[config.mk]
export PLATFORM = sky130hd
export DESIGN_NAME = dmem_arbiter_flat
export DESIGN_NICKNAME = d
export VERILOG_FILES = /design/src/rtl/dmem_arbiter_if.sv /design/src/rtl/dmem_arbiter.sv /design/src/flat_wrapper.sv
export SDC_FILE = /design/constraint.sdc
export NUM_CORES = 1
export LEC_CHECK = 0
export ABC_AREA = 1
export CAP_MARGIN = 30
export CORE_AREA = 4 4 105 107
export CTS_BUF_LIST = sky130_fd_sc_hd__clkbuf_8
export DETAILED_ROUTE_END_ITERATION = 10
export DIE_AREA = 0 0 109 111
export PLACE_DENSITY = 0.66
export SLEW_MARGIN = 20
export SYNTH_ARGS = -nofsm -noshare
export SYNTH_HDL_FRONTEND = slang
export SYNTH_SLANG_ARGS = --single-unit
[constraint.sdc]
create_clock -name clk_i -period 2.1 [get_ports clk_i]
set_input_delay 0.42 -clock clk_i [delete_from_list [all_inputs] [get_ports clk_i]]
set_output_delay 0.42 -clock clk_i [all_outputs]
set_load 0.005 [all_outputs]
[src/rtl/dmem_arbiter_if.sv]
// dmem_arbiter_if: groups the D requester, F requester and memory-side
// signals of the data-memory arbiter. Signal suffixes are from the
// arbiter's point of view: the slave modport is the arbiter, and the master
// modport is the surrounding environment (requesters plus memory).
interface dmem_arbiter_if #(
    parameter int ADDR_W = 32
);
    // D (MEM-stage load/store) port
    logic              d_req_i;
    logic [ADDR_W-1:0] d_addr_i;
    logic              d_read_i;
    logic [3:0]        d_wsel_byte_i;
    logic [31:0]       d_wdata_i;
    logic              d_gnt_o;
    logic              d_rvalid_o;
    logic [31:0]       d_rdata_o;

    // F (instruction fetch) port
    logic              f_req_i;
    logic [ADDR_W-1:0] f_addr_i;
    logic              f_gnt_o;
    logic              f_rvalid_o;
    logic [31:0]       f_rdata_o;

    // Memory side
    logic              mem_ready_i;
    logic [ADDR_W-1:0] mem_addr_o;
    logic              mem_read_o;
    logic [3:0]        mem_wsel_byte_o;
    logic [31:0]       mem_wdata_o;
    logic [31:0]       mem_rdata_i;

    modport slave (
        input  d_req_i, d_addr_i, d_read_i, d_wsel_byte_i, d_wdata_i,
        output d_gnt_o, d_rvalid_o, d_rdata_o,
        input  f_req_i, f_addr_i,
        output f_gnt_o, f_rvalid_o, f_rdata_o,
        input  mem_ready_i, mem_rdata_i,
        output mem_addr_o, mem_read_o, mem_wsel_byte_o, mem_wdata_o
    );

    modport master (
        output d_req_i, d_addr_i, d_read_i, d_wsel_byte_i, d_wdata_i,
        input  d_gnt_o, d_rvalid_o, d_rdata_o,
        output f_req_i, f_addr_i,
        input  f_gnt_o, f_rvalid_o, f_rdata_o,
        output mem_ready_i, mem_rdata_i,
        input  mem_addr_o, mem_read_o, mem_wsel_byte_o, mem_wdata_o
    );
endinterface

[src/rtl/dmem_arbiter.sv]
// dmem_arbiter: shares one single-port, byte-writable, 1-cycle-latency data
// memory between the D (load/store) and F (fetch) requesters.
// Default build: D has fixed priority, with a starvation counter that hands
// F one arbitration after STARVE_LIMIT consecutive denied cycles
// (STARVE_LIMIT = 0 disables the guard).
// Optional macro DMEM_ARB_RR_EN: round-robin arbitration instead; in that
// build STARVE_LIMIT is ignored.
module dmem_arbiter #(
    parameter int STARVE_LIMIT = 4,
    parameter int ADDR_W       = 32
) (
    input  logic           clk_i,
    input  logic           rstn_i,
    dmem_arbiter_if.slave  bus
);

    logic win_d;
    logic win_f;
    logic d_gnt;
    logic f_gnt;
    logic resp_d_q, resp_d_d;
    logic resp_f_q, resp_f_d;

`ifdef DMEM_ARB_RR_EN
    // last_f_q: 1 when the most recent grant went to F.
    // rr_seen_q: 0 until the first grant after reset, so D wins the very
    // first contention and grants then alternate D, F, D, F.
    logic last_f_q, last_f_d;
    logic rr_seen_q, rr_seen_d;

    // Round-robin winner: a lone requester always wins; on contention the
    // port that was not granted last wins.
    always_comb begin
        win_d = bus.d_req_i & (~bus.f_req_i | last_f_q | ~rr_seen_q);
        win_f = bus.f_req_i & ~win_d;
    end

    // Remember which port received the last grant.
    always_comb begin
        last_f_d  = last_f_q;
        rr_seen_d = rr_seen_q;
        if (d_gnt) begin
            last_f_d  = 1'b0;
            rr_seen_d = 1'b1;
        end else if (f_gnt) begin
            last_f_d  = 1'b1;
            rr_seen_d = 1'b1;
        end
    end

    // Round-robin history registers.
    always_ff @(posedge clk_i or negedge rstn_i) begin
        if (!rstn_i) begin
            last_f_q  <= 1'b0;
            rr_seen_q <= 1'b0;
        end else begin
            last_f_q  <= last_f_d;
            rr_seen_q <= rr_seen_d;
        end
    end
`else
    // Counter is at least 1 bit wide so STARVE_LIMIT = 0 still elaborates.
    localparam int CNT_W = (STARVE_LIMIT > 0) ? $clog2(STARVE_LIMIT + 1) : 1;
    localparam logic [CNT_W-1:0] LIMIT_C = CNT_W'(STARVE_LIMIT);

    logic [CNT_W-1:0] starve_cnt_q, starve_cnt_d;
    logic             force_f;

    // Fixed D priority, except when F has been starved long enough.
    always_comb begin
        force_f = (STARVE_LIMIT != 0) && (starve_cnt_q == LIMIT_C);
        win_d   = bus.d_req_i & ~(force_f & bus.f_req_i);
        win_f   = bus.f_req_i & ~win_d;
    end

    // Count cycles F was denied while memory was ready; a stalled memory
    // freezes the count, and a grant or withdrawn request clears it.
    always_comb begin
        starve_cnt_d = starve_cnt_q;
        if (!bus.f_req_i || f_gnt) begin
            starve_cnt_d = '0;
        end else if (bus.mem_ready_i && (starve_cnt_q != LIMIT_C)) begin
            starve_cnt_d = starve_cnt_q + 1'b1;
        end
    end

    // Starvation counter register.
    always_ff @(posedge clk_i or negedge rstn_i) begin
        if (!rstn_i) begin
            starve_cnt_q <= '0;
        end else begin
            starve_cnt_q <= starve_cnt_d;
        end
    end
`endif

    // Grants are only issued when the memory can accept the access.
    always_comb begin
        d_gnt       = win_d & bus.mem_ready_i;
        f_gnt       = win_f & bus.mem_ready_i;
        bus.d_gnt_o = d_gnt;
        bus.f_gnt_o = f_gnt;
    end

    // Steer the granted requester onto the memory bus; idle bus is all zero.
    // A D read never writes, even if the requester left byte lanes set.
    always_comb begin
        bus.mem_addr_o      = {ADDR_W{1'b0}};
        bus.mem_read_o      = 1'b0;
        bus.mem_wsel_byte_o = 4'b0000;
        bus.mem_wdata_o     = 32'h0;
        if (d_gnt) begin
            bus.mem_addr_o = bus.d_addr_i;
            bus.mem_read_o = bus.d_read_i;
            if (!bus.d_read_i) begin
                bus.mem_wsel_byte_o = bus.d_wsel_byte_i;
                bus.mem_wdata_o     = bus.d_wdata_i;
            end
        end else if (f_gnt) begin
            bus.mem_addr_o = bus.f_addr_i;
            bus.mem_read_o = 1'b1;
        end
    end

    // A granted read owes its port a response in the following cycle.
    always_comb begin
        resp_d_d = d_gnt & bus.d_read_i;
        resp_f_d = f_gnt;
    end

    // Response-routing flags, aligned with the memory's 1-cycle read latency.
    always_ff @(posedge clk_i or negedge rstn_i) begin
        if (!rstn_i) begin
            resp_d_q <= 1'b0;
            resp_f_q <= 1'b0;
        end else begin
            resp_d_q <= resp_d_d;
            resp_f_q <= resp_f_d;
        end
    end

    // Deliver read data only to the port that owns this cycle's response.
    always_comb begin
        bus.d_rvalid_o = resp_d_q;
        bus.f_rvalid_o = resp_f_q;
        bus.d_rdata_o  = resp_d_q ? bus.mem_rdata_i : 32'h0;
        bus.f_rdata_o  = resp_f_q ? bus.mem_rdata_i : 32'h0;
    end

endmodule

[src/flat_wrapper.sv]
// flat-port wrapper written by rule: the top's interface ports become plain ports
module dmem_arbiter_flat 
#(
    parameter int STARVE_LIMIT = 4,
    parameter int ADDR_W       = 32
)
  (clk_i, rstn_i, bus_d_req_i, bus_d_addr_i, bus_d_read_i, bus_d_wsel_byte_i, bus_d_wdata_i, bus_d_gnt_o, bus_d_rvalid_o, bus_d_rdata_o, bus_f_req_i, bus_f_addr_i, bus_f_gnt_o, bus_f_rvalid_o, bus_f_rdata_o, bus_mem_ready_i, bus_mem_rdata_i, bus_mem_addr_o, bus_mem_read_o, bus_mem_wsel_byte_o, bus_mem_wdata_o);
  dmem_arbiter_if #(.ADDR_W(ADDR_W)) bus_i ();
  input  logic clk_i;
  input  logic rstn_i;
  input wire logic [$bits(bus_i.d_req_i)-1:0] bus_d_req_i;
  input wire logic [$bits(bus_i.d_addr_i)-1:0] bus_d_addr_i;
  input wire logic [$bits(bus_i.d_read_i)-1:0] bus_d_read_i;
  input wire logic [$bits(bus_i.d_wsel_byte_i)-1:0] bus_d_wsel_byte_i;
  input wire logic [$bits(bus_i.d_wdata_i)-1:0] bus_d_wdata_i;
  output wire logic [$bits(bus_i.d_gnt_o)-1:0] bus_d_gnt_o;
  output wire logic [$bits(bus_i.d_rvalid_o)-1:0] bus_d_rvalid_o;
  output wire logic [$bits(bus_i.d_rdata_o)-1:0] bus_d_rdata_o;
  input wire logic [$bits(bus_i.f_req_i)-1:0] bus_f_req_i;
  input wire logic [$bits(bus_i.f_addr_i)-1:0] bus_f_addr_i;
  output wire logic [$bits(bus_i.f_gnt_o)-1:0] bus_f_gnt_o;
  output wire logic [$bits(bus_i.f_rvalid_o)-1:0] bus_f_rvalid_o;
  output wire logic [$bits(bus_i.f_rdata_o)-1:0] bus_f_rdata_o;
  input wire logic [$bits(bus_i.mem_ready_i)-1:0] bus_mem_ready_i;
  input wire logic [$bits(bus_i.mem_rdata_i)-1:0] bus_mem_rdata_i;
  output wire logic [$bits(bus_i.mem_addr_o)-1:0] bus_mem_addr_o;
  output wire logic [$bits(bus_i.mem_read_o)-1:0] bus_mem_read_o;
  output wire logic [$bits(bus_i.mem_wsel_byte_o)-1:0] bus_mem_wsel_byte_o;
  output wire logic [$bits(bus_i.mem_wdata_o)-1:0] bus_mem_wdata_o;
  assign bus_i.d_req_i = bus_d_req_i;
  assign bus_i.d_addr_i = bus_d_addr_i;
  assign bus_i.d_read_i = bus_d_read_i;
  assign bus_i.d_wsel_byte_i = bus_d_wsel_byte_i;
  assign bus_i.d_wdata_i = bus_d_wdata_i;
  assign bus_d_gnt_o = bus_i.d_gnt_o;
  assign bus_d_rvalid_o = bus_i.d_rvalid_o;
  assign bus_d_rdata_o = bus_i.d_rdata_o;
  assign bus_i.f_req_i = bus_f_req_i;
  assign bus_i.f_addr_i = bus_f_addr_i;
  assign bus_f_gnt_o = bus_i.f_gnt_o;
  assign bus_f_rvalid_o = bus_i.f_rvalid_o;
  assign bus_f_rdata_o = bus_i.f_rdata_o;
  assign bus_i.mem_ready_i = bus_mem_ready_i;
  assign bus_i.mem_rdata_i = bus_mem_rdata_i;
  assign bus_mem_addr_o = bus_i.mem_addr_o;
  assign bus_mem_read_o = bus_i.mem_read_o;
  assign bus_mem_wsel_byte_o = bus_i.mem_wsel_byte_o;
  assign bus_mem_wdata_o = bus_i.mem_wdata_o;
  dmem_arbiter #(.STARVE_LIMIT(STARVE_LIMIT), .ADDR_W(ADDR_W)) u_core (.clk_i(clk_i), .rstn_i(rstn_i), .bus(bus_i));
endmodule
======== Word-level counts from Yosys, hierarchy flattened ========
Index checks and enable logic that the tools add are counted.
word-level totals
  memory bits (writable) .................. 0
  bits of input ports ..................... 138
  flip-flop bits (word level) ............. 5
  output and inout port bits .............. 137
  ROM bits ................................ 0
  bits in latches ......................... 0
  memories kept ........................... 0
cells by class
  multiply operators ...................... 0
  shifts and indexed selects .............. 0
  reductions and logical operators ........ 4
  eq/ne operators ......................... 2
  div/mod/pow operators ................... 0
  bitwise gates (word level) .............. 8
  $lt $le $gt $ge ......................... 0
  $add $sub $neg .......................... 1
  multiplexer cells ....................... 12
operators by type and width
  cell                                         number
  2-to-1 mux 32 bit                            6
  2-to-1 mux 4 bit                             2
  AND 1 bit                                    6
  2-to-1 mux 3 bit                             2
  adder 3 x 1 -> 3 bit, second input constant  1
  equality test 3 bit, second input constant   1
  != test 3 bit, second input constant         1
  2-to-1 mux 1 bit                             2
  NOT 1 bit                                    2
  nonzero test 2 bit                           1
  logical AND 1 bit                            1
  logical NOT 1 bit                            1
  logical OR 1 bit                             1

======== Longest topological paths before layout ========
  word-level depth ........................ 9
  mapped depth ............................ 8
  mapped depth without buffers ............ 7

======== Worst setup path before layout ========
No wires, ideal clock.
  path type ............................... register -> output
  start point ............................. register u_core.starve_cnt_q[0]
  end point ............................... output port bus_mem_wdata_o[10]
  data required time ...................... 1.680 ns
  stages on the path, launching flop included .. 9
  path slack .............................. 0.477 ns
  buffers on the path ..................... 1
  arrival ................................. 1.203 ns
  cells stage by stage .................... dfrtp_1 > inv_1 > ha_1 > nand3_4 > nand2_4 > nor2_8 > inv_6 > buf_6 > nor2_1
between the ends
  cells in the longest elaborated chain, start to end .. 6
RTL lines
  element                   RTL line             source
  start: declaration        dmem_arbiter.sv:66   logic [CNT_W-1:0] starve_cnt_q, starve_cnt_d;
  start signal: assignment  dmem_arbiter.sv:92   starve_cnt_q <= starve_cnt_d;
  equality test 3 bit       dmem_arbiter.sv:71   force_f = (STARVE_LIMIT != 0) && (starve_cnt_q == LIMIT_C);
  AND 1 bit                 dmem_arbiter.sv:72   win_d = bus.d_req_i & ~(force_f & bus.f_req_i);
  NOT 1 bit                 dmem_arbiter.sv:72
  AND 1 bit                 dmem_arbiter.sv:72
  AND 1 bit                 dmem_arbiter.sv:99   d_gnt = win_d & bus.mem_ready_i;
  named net bus_d_gnt_o     flat_wrapper.sv:16   output wire logic [$bits(bus_i.d_gnt_o)-1:0] bus_d_gnt_o;
  2-to-1 mux 32 bit         dmem_arbiter.sv:112  if (d_gnt) begin
  end: declaration          flat_wrapper.sv:29   output wire logic [$bits(bus_i.mem_wdata_o)-1:0] bus_mem_wdata_o;
The timed path passes the listed nets, and every way through them passes these cells.

======== Worst setup path after layout ========
  start point ............................. register u_core.starve_cnt_q[1]
  end point ............................... output port bus_mem_wdata_o[16]
between the ends
  cells in the longest elaborated chain, start to end .. 6
RTL lines
  element              RTL line
  equality test 3 bit  dmem_arbiter.sv:71
  AND 1 bit            dmem_arbiter.sv:72
  NOT 1 bit            dmem_arbiter.sv:72
  AND 1 bit            dmem_arbiter.sv:72
  AND 1 bit            dmem_arbiter.sv:99
  2-to-1 mux 32 bit    dmem_arbiter.sv:112
No other way between the ends.

==> run metrics <==
status finished, violations left; failing checks negative setup slack; relative slew slack 0.804; Core ar. 10,100 um2; # hold bufs at CTS 0; Netlist cell types 17; worst-case vdd ir drop 0.000155 V; H-tree levels 1; Setup WS pre-CTS -417 ps; post-route ant nets 0; WP data arrival 1830 ps; worst-path fanout max 36; worst path required time 1680 ps; final core occ 0.475; Final Skew 0.952 ps; vias in the first global route 3,292; most frequent cells in the layout clkdlybuf4s50_1 (218), nand2_1 (140), inv_1 (68), nand4_1 (34), nor2_1 (33); CP Capture Type output port; number of iterations in the first detailed-routing pass 4; main combinational cell family by area after synthesis simple AND/OR/NAND/NOR gates; sequential fraction of the synthesis area 0.0743; IO buf count 274; P_leak 2.68 nW; Cell Rows 37; PD cells 200 nW/um2; synthesized net count 499; Compound-Gate Fraction of Synth Area 0.00595; post-synthesis mux area share 0; Max clock buf depth 2; Max Clock Freq 445 MHz; simple-gate share of the synthesized area 0.651; Starting Density 0.166; HP Class in2async; Adder-Cell Fraction of Synth Area 0.0149; gr usage total 0.160; Syn Std Cell Area 1680 um2; initial drt markers 180; CP Class reg2out; share of cells above drive strength 1 0.142; Synth Area per Inst 4.69 um2; endpoints failing setup 18; Root Buffer clkbuf_8; commonest non-fill, non-tap cell in the layout clkdlybuf4s50_1; Synth warnings 0; unrepaired setup endpoints after global routing yes; RePlAce Congestion 0.807; CTS Buf Count 3; global-route wire length before repair 15.9 mm; CP startpoint kind register; CTS tree yes; Layout area overhead 186%; post-DR wirelength/cell 13.3 um; max-slew violation count 0; max-cap viol count 0; fin crit period 2250 ps; #FFs+latches synth 5; Total Die Area 12,100 um2; final hold violations 0; largest net degree at the start of global routing 37; Layout fillers 1,018; Ant. Diodes 0; Cell Area, Placed 4690 um2; Syn Inst Count 359; Die Height 111 um; DRC viols 0; initial antenna violation count 0; via count 3,281; gr ovfl total 0; IO Count 275; Final HPWL DP 8.68 mm; Least-Margin Pin Slew 294 ps; Final Net Count 788; Final period util 1.07; post-route cell area 4810 um2; Final Worst Setup Slack -149 ps; dpl cells 767; Post-Layout Cell Count 783; Synth Area in XOR/XNOR 0; Clock Sinks 5; routed vias/inst 4.19; Clk Latency, worst-skew pair 220 ps; clk slew on worst S/H paths 40 ps; Die Width 109 um; Total Wirelength 10.4 mm
==> path summary, 6_finish.rpt <==
path                       slack [ps]                                 end  cells after the start                               start
setup / recovery                 -150                 bus_mem_wdata_o[16]                      8  u_core.starve_cnt_q[1]$_DFFE_PN0P_
hold / removal                    420     u_core.bus.f_rvalid_o$_DFF_PN0_                      1                              rstn_i
setup reg to reg                  740  u_core.starve_cnt_q[0]$_DFFE_PN0P_                      8  u_core.starve_cnt_q[0]$_DFFE_PN0P_
hold reg to reg                   600  u_core.starve_cnt_q[1]$_DFFE_PN0P_                      2  u_core.starve_cnt_q[1]$_DFFE_PN0P_
max in group asynchronous        1480  u_core.starve_cnt_q[0]$_DFFE_PN0P_                      1                              rstn_i
min in group clk_i                600  u_core.starve_cnt_q[1]$_DFFE_PN0P_                      2  u_core.starve_cnt_q[1]$_DFFE_PN0P_
==> state kept, by name, summed over array words and instances (netlist names) <==
signal and cells:
u_core.bus.d_rvalid_o 1, u_core.bus.f_rvalid_o 1, u_core.starve_cnt_q 3
==> cell type report <==
type	instances	area (um2)	share of cell area
inverter	73	282	0.0585
timing repair buffer	313	3000	0.623
multi-input combinational	252	1190	0.248
sequential	5	125	0.0260
clock inverter	1	3.75	0.000780
tap	136	170	0.0354
clock buffer	3	41.3	0.00858
==> critical path: stages, from the launching register on <==
cell             delay [ps]
dfrtp_1                 350
inv_2                    60
ha_4                    160
nand3_4                  90
nand2_8                  80
nor2_8                  130
inv_8                   100
nor2_1                  110
clkdlybuf4s50_1         510
==> synth_stat cells (all sizes together) <==
library cell | count | area (um2)
nand2 | 142 | 541
inv | 71 | 272
nor2 | 38 | 159
nand3 | 34 | 183
nand4 | 34 | 213
clkbuf | 18 | 67.6
buf | 11 | 81.3
dfrtp | 5 | 125
clkinv | 2 | 7.51
ha | 2 | 25.0
o21ai | 2 | 10.0
==> per-layer routing <==
metal,vias up,track usage,wire [um]
met5,-,0,0
met4,0,0.0547,233
met3,19,0.0513,1310
met2,190,0.304,5410
met1,1407,0.160,3480
li1,1665,-,-
==> cell families (layout without fill, tap and decap cells) <==
logic type	Yosys count	after routing
flops	5	5
simple gates	248	248
fa+ha+maj	2	2
compound gates	2	2
buf+inv	102	390
==> through the flow <==
stage | power (mW) | setup TNS (ps) | hold slack, ps
final | 0.964 | -2330 | 424
after global routing | 1.04 | -5090 | 444
after CTS | 0.989 | -5260 | 426
after detailed placement | 0.805 | -24740 | 578
after global placement | 0.799 | -22470 | 561
after floorplan | 0.291 | 0 | 124
==> what timing repair did <==
action,in CTS,in global routing
pin swaps,3,10
cloned,2,1
resized for setup,82,78
buffers inserted,6,4
setup endpoints to repair,71,67
==> power by group <==
group,internal [mW],leakage [nW],switching (mW)
registers,0.100,0.0682,0.00224
clock network,0.126,0.0269,0.0505
logic,0.433,2.59,0.252
total,0.659,2.68,0.305
Note: power is estimated with default switching activity, not from simulation.
